## src/rtl/uart_led_ctrl.sv

```systemverilog
// uart_led_ctrl: decodes UART command bytes into value/mode/brightness and drives
// registered, PWM-dimmed LED outputs in binary, bar-graph, blink or off display modes.
module uart_led_ctrl #(
  parameter int NUM_LEDS  = 4,
  parameter int BLINK_DIV = 25_000_000,
  parameter int PWM_BITS  = 4
) (
  input  logic                clk,
  input  logic                rst_n,
  input  logic [7:0]          rx_data,
  input  logic                rx_valid,
  output logic [NUM_LEDS-1:0] leds_out,
  output logic [1:0]          mode_out,
  output logic                cmd_err
);
  localparam int BW = $clog2(BLINK_DIV);
  localparam logic [BW-1:0] BLINK_MAX = BW'(BLINK_DIV - 1);
  typedef enum logic [1:0] {BINARY, BAR, BLINK, OFF} mode_e;
  mode_e                mode_q, mode_d;
  logic [5:0]           value_q, value_d;
  logic [PWM_BITS-1:0]  bright_q, bright_d, pwm_cnt_q, pwm_cnt_d;
  logic [BW-1:0]        blink_cnt_q, blink_cnt_d;
  logic                 blink_phase_q, blink_phase_d, blink_wrap;
  logic                 cmd_err_q, cmd_err_d, pwm_on;
  logic [NUM_LEDS-1:0]  leds_q, leds_d, bar, pattern;
  always_comb begin
    value_d       = value_q;
    mode_d        = mode_q;
    bright_d      = bright_q;
    cmd_err_d     = 1'b0;
    pwm_cnt_d     = pwm_cnt_q + 1'b1;
    blink_wrap    = blink_cnt_q == BLINK_MAX;
    blink_cnt_d   = blink_wrap ? '0 : blink_cnt_q + 1'b1;
    blink_phase_d = blink_phase_q ^ blink_wrap;
    if (rx_valid) begin
      case (rx_data[7:6])
        2'b00: value_d = rx_data[5:0];
        2'b01: begin
          mode_d        = mode_e'(rx_data[1:0]);
          blink_cnt_d   = '0;
          blink_phase_d = 1'b1;
        end
        2'b10: bright_d = rx_data[PWM_BITS-1:0];
        default: cmd_err_d = 1'b1;
      endcase
    end
    bar = '0;
    for (int i = 0; i < NUM_LEDS; i++) bar[i] = value_q > 6'(i);
    pattern = mode_q == BINARY                  ? value_q[NUM_LEDS-1:0] :
              mode_q == BAR                     ? bar :
              (mode_q == BLINK && blink_phase_q) ? value_q[NUM_LEDS-1:0] : '0;
    // full brightness must be solid on, which the compare alone cannot give
    pwm_on = (&bright_q) | (pwm_cnt_q < bright_q);
    leds_d = pwm_on ? pattern : '0;
  end
  always_ff @(posedge clk or negedge rst_n) begin
    if (!rst_n) begin
      mode_q        <= BINARY;
      value_q       <= '0;
      bright_q      <= '1;
      pwm_cnt_q     <= '0;
      blink_cnt_q   <= '0;
      blink_phase_q <= 1'b1;
      cmd_err_q     <= 1'b0;
      leds_q        <= '0;
    end else begin
      mode_q        <= mode_d;
      value_q       <= value_d;
      bright_q      <= bright_d;
      pwm_cnt_q     <= pwm_cnt_d;
      blink_cnt_q   <= blink_cnt_d;
      blink_phase_q <= blink_phase_d;
      cmd_err_q     <= cmd_err_d;
      leds_q        <= leds_d;
    end
  end
  assign leds_out = leds_q;
  assign mode_out = mode_q;
  assign cmd_err  = cmd_err_q;
endmodule

```

## config.mk

```make
export PLATFORM = sky130hd
export DESIGN_NAME = uart_led_ctrl
export DESIGN_NICKNAME = d
export VERILOG_FILES = /design/src/rtl/uart_led_ctrl.sv
export SDC_FILE = /design/constraint.sdc
export NUM_CORES = 1
export LEC_CHECK = 0
export CAP_MARGIN = 10
export CORE_AREA = 4 4 62 121
export CTS_CLUSTER_DIAMETER = 60
export CTS_CLUSTER_SIZE = 8
export DETAILED_ROUTE_END_ITERATION = 7
export DIE_AREA = 0 0 66 125
export DONT_BUFFER_PORTS = 1
export GPL_ROUTABILITY_DRIVEN = 0
export SLEW_MARGIN = 10
export SYNTH_ARGS = -nofsm -noshare
export SYNTH_HDL_FRONTEND = slang
export SYNTH_SLANG_ARGS = --single-unit
```

## constraint.sdc

```tcl
create_clock -name clk -period 1.95 [get_ports clk]
set_clock_uncertainty 0.2 [all_clocks]
set_input_delay 0.4875 -clock clk [delete_from_list [all_inputs] [get_ports clk]]
set_output_delay 0.4875 -clock clk [all_outputs]
set_load 0.02 [all_outputs]
```

# ---- Word level (Yosys, flattened, before mapping)
# Index checks and enable logic that the tools add are counted.
dict set report word_totals {
  register_bits 47
  inputBits 11
  out_inout_bits 7
  elab_cells 41
}
dict set report op_classes {
  addsub 2
  n_lt_le_gt_ge 5
  n_eq_ne 5
  n_mux 11
  bitwise_logic 2
  reduce_logical 8
}
# cell count
set ops {}
lappend ops {{$mux W25} 3}
lappend ops {{$add A25 B1 Y25 const B} 1}
lappend ops {{$eq A25 B25 Y1 const B} 1}
lappend ops {{$mux W4} 4}
lappend ops {{$gt A6 B1 Y1 const B} 2}
lappend ops {{$gt A6 B2 Y1 const B} 2}
lappend ops {{$reduce_and A2 Y1} 3}
lappend ops {{$add A4 B1 Y4 const B} 1}
lappend ops {{$eq A2 B1 Y1 const B} 2}
lappend ops {{$eq A2 B2 Y1 const B} 2}
lappend ops {{$logic_not A2 Y1} 2}
lappend ops {{$lt A4 B4 Y1} 1}
lappend ops {{$mux W1} 4}
lappend ops {{$reduce_and A4 Y1} 1}
lappend ops {{$reduce_or A3 Y1} 1}
lappend ops {{$logic_and A1 B1 Y1} 1}
lappend ops {{$or A1 B1 Y1} 1}
lappend ops {{$xor A1 B1 Y1} 1}

# ---- Depth between registers and ports, before layout
dict set report depth {
  depth_word 6
  mapped_depth 6
  ltp_nobuf 5
}

# ---- Least setup slack after synthesis
# Ideal clock, no wire load.
dict set report synth_path {
  kind {register -> register}
  start {register blink_cnt_q[2]}
  end {register blink_cnt_q[23]}
  setup_time_ns 0.073
  arrival_time_ns 1.752
  required_time_ns 1.677
  slack_ns -0.075
  stages_incl_launch_ff 6
  path_buffers 1
  period_less_slack_ns 2.025
  cell_sequence {dfrtp_1 -> nand3_2 -> or4_4 -> buf_6 -> or4_4 -> a21oi_2}
}
dict set report synth_between {
  elab_chain_len 4
  elab_cells_between_ends 5
  classes_between {add/sub (1); eq/ne (1); mux (3)}
}
# element line
set synth_rtl {}
lappend synth_rtl {{from (decl)} 22} ;# logic [BW-1:0] blink_cnt_q, blink_cnt_d;
lappend synth_rtl {{from (signal assigned)} 71} ;# blink_cnt_q <= blink_cnt_d;
lappend synth_rtl {{$add A25 B1 Y25 / $eq A25 B25 Y1 (equally long branches)} {33, 32}}
lappend synth_rtl {{$mux W25 *} 33} ;# blink_cnt_d = blink_wrap ? '0 : blink_cnt_q + 1'b1;
lappend synth_rtl {{$mux W25} 36} ;# case (rx_data[7:6])
lappend synth_rtl {{$mux W25 *} 35} ;# if (rx_valid) begin
lappend synth_rtl {{via blink_cnt_d[23]} 22}
# Mark *: on every way through the listed nets, which the timed path passes. The rest lies on a longest branch.
# A chain may end at the register's enable or synchronous reset.

# ---- Worst setup path after layout
dict set report layout_path {
  start {register blink_cnt_q[1]}
  end {register blink_cnt_q[13]}
}
# The elaborated chain is that of the path after synthesis.

==> flow_summary.toml <==
[status]
violations = "negative setup slack"
outcome = "finished with violations"

[logic_synthesis]
synth_area_sq_um = 2260
yosys_warnings = 0
synth_nets = 226
syn_inst = 210
synth_edf_count = 0
yosysTopAreaCell = "dfrtp_1"
ys_seq_area_frac = 0.523
synth_seq_cells = 47
async_flop_share = 1.00
synth_top_flop_cell = "dfrtp_1"
ys_types = 43
synth_area_per_cell_sq_um = 10.8
ys_top_cells_by_area = "dfrtp_1 47%, mux2_2 6.0%, dfstp_2 5.8%"
synth_top_cell_area_share = 0.465

[final_layout]
drive_above_1_share = 0.365
final_common_cell = "dfrtp_1"
syn2layout_area_growth_pct = 32.6
nNetsFinal = 267
diodes = 0
layout_common_cells = "42 x dfrtp_1, 30 x buf_4, 12 x mux2_2"

[floorplan]
die_area_sq_um = 8250
rows = 42
ios = 18
die_h_um = 125
coreArea_sq_um = 6570
die_w_um = 66
start_util = 0.344

[routing]
first_pass_iters = 4
initialDrtViolationCount = 91
ant_nets = 0
routed_wl_um = 5420
viasPerCell = 5.19
drc = 0
vias = 1766
post_drt_wl_per_cell_um = 15.9

[place]
portBuffers = 0
hpwl_um = 3660
dp_worst_setup_slack_ns = -0.131

[critical_path]
startpoint_type = "flip-flop"
rr_startpoint = "blink_cnt_q[1]"
path_max_fanout = 6
critical_path_class = "flip-flop to flip-flop"
endpoint = "blink_cnt_q[13]"
crit_path_end_kind = "flip-flop"
critPathSlowestCell = "dfrtp_1"
rr_worst_depth = 7
cp_data_required_time_ns = 1.92
cp_cell_sequence = "ha_2 > nand2_2 > buf_6 > or3_4 > o21ai_4 > clkbuf_16 > a21oi_4"
reg2reg_to = "blink_cnt_q[13]"
crit_start = "blink_cnt_q[1]"
r2r_slack_ns = -0.05
slowest_delay_ns = 0.40
critical_path_arrival_ns = 1.97

[global_routing]
track_usage = 0.139
grt_pass1_wl_um = 8710
grt.overflow.total = 0
grt_max_degree = 48
first_global_vias = 1877
grt_antenna_before_repair = 0

[timing]
fmax_mhz = 499
drv_slew = 0
max_slew_margin = 0.706
finalSetupTns_ns = -0.652
rsz0062_at_grt = "yes"
tightest_slew_ns = 0.442
layout_setup_ws_ns = -0.0527
period_minus_slack_ns = 2.00
setup_violations = 23
finalHoldViolCount = 0
period_share = 1.03

[cts]
cts.clk_slew.worst_paths_ns = 0.07
cts_max_level = 2
clock-sinks = 47
cts_tree = "done"
cts_buffer_depth = 2
root_buffer = "clkbuf_16"
clkLatencyLatePin_ns = 0.29
cts_made_buffers = 5

[power]
ir_worst_vdd_v = 0.000496
powerDensity_nw_per_um2 = 887
power.leakage_nw = 1.27

[flow_run]
cap_violations = 0

[hold_path]
hp-class = "input port to flip-flop"
report_power, final:
part | switching (W) | leakage (nW) | internal [W]
logic | 0.000189 | 0.580 | 0.000238
registers | 0.000143 | 0.601 | 0.00111
clock network | 0.000377 | 0.0838 | 0.000605
critical path, delay by kind of cell, from the launching register on:
family,cells,cell delay [ns]
fa+ha+maj,1,0.23
flops,1,0.40
compound gates,2,0.29
simple gates,2,0.43
buf+inv,2,0.33
layout make-up:
class | count | area (sq um)
clock buffer | 5 | 125
clock inverter | 3 | 43.8
fill | 613 | 3570
tap | 88 | 110
multi-input combinational | 147 | 1110
sequential | 47 | 1180
timing repair buffer | 40 | 384
inverter | 10 | 37.5
cell usage after synthesis, types with 2 or more instances:
library cell  instances
or3_1                11
o31ai_1               4
or4_1                 6
nand2_1              10
or4_4                 2
inv_1                10
and3_1                2
xnor2_1               9
xor2_1                3
dfrtp_1              42
nor4b_1               2
buf_2                 2
buf_6                 2
nand3_1              10
nor2_1               14
nor3_1                4
a21oi_1              16
o21ai_0              10
nand4_1               4
nor3b_1               2
mux2_2               12
nand2b_1              2
ha_1                  5
dfstp_2               5
a2bb2oi_1             2
nand3b_1              2
what timing repair did:
| item | 4_1_cts | 5_1_grt |
|---|---|---|
| hold endpoints to repair | 47 | 0 |
| endpoints found under the setup margin | 25 | 27 |
| hold buffers | 2 | 0 |
| gates resized for setup | 15 | 22 |
| setup buffers | 7 | 7 |
| gates cloned | 1 | 1 |
| pin swaps | 7 | 11 |
worst min-delay path by stage:
| stage | startpoint | endpoint | slack (ns) | depth (start not counted) |
|---|---|---|---|---|
| floorplan | rst_n | blink_cnt_q[0] | -0.008 | 0 |
| global placement | rst_n | pwm_cnt_q[3] | -0.007 | 0 |
| detailed placement | rst_n | pwm_cnt_q[3] | -0.007 | 0 |
| CTS | rx_data[0] | value_q[0] | 0.13 | 1 |
| global route | rx_data[4] | value_q[4] | 0.13 | 1 |
| finish | rx_data[0] | value_q[0] | 0.14 | 1 |
stage by stage:
stage	cells	util	instance area (sq um)	hold slack, ns	total power (W)
after floorplan	210	-	2260	-0.00809	0.00147
after global placement	316	0.384	2520	-0.00697	0.00159
after detailed placement	316	0.384	2520	-0.00681	0.00161
after CTS	334	0.438	2880	0.132	0.00266
after global routing	340	0.456	3000	0.134	0.00278
final	340	0.456	3000	0.142	0.00266
registers in the layout (all words and copies together) (netlist names):
register / cells
leds_out: 4
pwm_cnt_q: 4
mode_out: 2
value_q: 6
blink_cnt_q: 25
bright_q: 4
cmd_err: 1
blink_phase_q: 1
layer usage:
| layer | up-vias | GRT usage | part of all wire |
|---|---|---|---|
| met4 | 0 | 0.0683 | 0.032 |
| met3 | 12 | 0.0386 | 0.044 |
| met2 | 32 | 0.267 | 0.60 |
| li1 | 842 | - | - |
| met1 | 880 | 0.126 | 0.32 |
| met5 | - | 0 | 0 |
kinds of logic after synthesis:
kind of cell	after synthesis	share of synthesized area
XOR/XNOR	12	0.0465
multiplexers	13	0.0642
adder cells (fa/ha/maj)	5	0.0277
flip-flops	47	0.523
AND/OR/NAND/NOR	76	0.194
buffers and inverters	16	0.0349
AO/OA/AOI/OAI	41	0.110
Note: power is estimated with default switching activity, not from simulation.
==> edit, RTL diff (same flow settings) <==
`PWM_BITS`: 4 -> 6.
--- a/src/rtl/uart_led_ctrl.sv
+++ b/src/rtl/uart_led_ctrl.sv
@@ -5,3 +5,3 @@
   parameter int BLINK_DIV = 25_000_000,
-  parameter int PWM_BITS  = 4
+  parameter int PWM_BITS  = 6
 ) (
Function: changed (a bounded check fails within 4 cycles, from zero or initial values and one cycle with rst_n low).
==> edit against the unedited design <==
- via count fell by 9.1%
- sequential power rose by 7%
- first-iteration DRC count fell by 43%
- setup slack improved by 89 ps
- total power fell by 4.8%
- sequential cell count rose by 4
- area after synthesis rose by 5.0%
- cell area fell by 7.7%
- routed wire length fell by 12%
- synthesized cell count rose by 3.3%
==> edit: results (changes against the unedited design) <==
Pwr:
- The post-layout total power is 2530 uW (-4.8%).
- The reported leakage power is 0.00126 uW (-0.63%).
- The power consumed by sequential cells is 1340 uW (+7%).
- The power share of the combinational group is 12.8% (-3.2 points).

Detailed routing:
- The detailed route wirelength on metal2 came to 2770 um (-15%).
- The detailed route wirelength on metal3 is 166 um (-30%).
- The post-detailed-routing wire length came to 4770 um (-12%).
- The DRC marker count from the first detailed-route iteration came to 52 (-43%).
- The detailed-route via count is 1606 (-9.1%).

GRT:
- The routing usage on met1 came to 12.3% (-0.30 points).
- The global-route met2 utilization was 23.8% (-2.9 points).
- The overall global routing resource usage is 13.0% (-0.96 points).
- The wire length of the first global-routing pass is 8080 um (-7.2%).
- The via count of the first global-routing pass is 1704 (-9.2%).
- The met3 track demand over resource is 4.13% (+0.27 points).
- The pin count of the biggest net entering global routing was 52 (+8.3%).

Synth:
- The multiplexer area fraction after synthesis came to 6.59% (+0.17 points).
- In the synthesized netlist, the cells that appear most often are sky130_fd_sc_hd__dfrtp_1 (44), sky130_fd_sc_hd__nor2_1 (36), sky130_fd_sc_hd__xor2_1 (17).
- Sorting the synthesized cells by area gives the leading types as sky130_fd_sc_hd__dfrtp_1 (46%), sky130_fd_sc_hd__dfstp_2 (7.8%), sky130_fd_sc_hd__xor2_1 (6.3%).
- The mean area per synthesized cell is 10.9 um2 (+1.6%).
- The unique cell type count in the Yosys netlist is 33 (-23%).

Placed design:
- The total cell area at the placement stage is 2550 um2 (+1.0%).
- The placed wire-length estimate came to 3410 um (-6.7%).
- The pre-CTS setup slack is 36.0 ps (+167 ps).

Cells and area:
- Relative to the synthesized area, the layout overhead comes to 16.6%.
- The number of non-filler instances in the completed layout is 324 (-4.7%).
- The post-layout net count is 253 (-5.2%).
- The number of fill cells is 645 (+5.2%).

Critical path:
- The arrival time of data at the critical path endpoint is 1930 ps (-40 ps).
- The highest-delay cell along the critical path is sky130_fd_sc_hd__or4b_4.
- The maximum fanout along the worst path is 3 (-3).

Outcome:
- The flow ran to the end, and the final reports show no timing, DRC or antenna violations.

STA:
- The relative slew slack is 64.9% (-5.6 points).
[edit: cell types whose count changed in the layout (fill, tap and decap cells not counted), sizes merged, moves of 7 or more]
cell,unedited run,this run
xor2,3,17
buf,38,13
or4,8,1
or3,11,1
o21ai,11,3
a21oi,17,7
nor2,14,36
[edit: area by class of cell]
cell class | count | share of cell area (%)
multi-input cells | 153 | 37.7
clock inverters | 3 | 0.724
repair buffers | 14 | 5.20
inverters | 10 | 1.36
flip-flops and latches | 51 | 46.5
clock buffers | 5 | 4.52
well taps | 88 | 3.98
[edit: what timing repair did]
action	4_1_cts	5_1_grt
gates resized for setup	1	5
endpoints found under the setup margin	1	26
pin swaps	0	4
hold buffers	2	0
setup buffers	0	1
endpoints found under the hold margin	51	0
[edit: final timing paths]
kind	cells after the start	endpoint	slack, ps
max in group asynchronous	2	bright_q[0]	750
min reg2reg	1	pwm_cnt_q[0]	280
max reg2reg	6	blink_phase_q	40
min	2	value_q[0]	120
min in group asynchronous	2	blink_cnt_q[18]	500
max	6	blink_phase_q	40
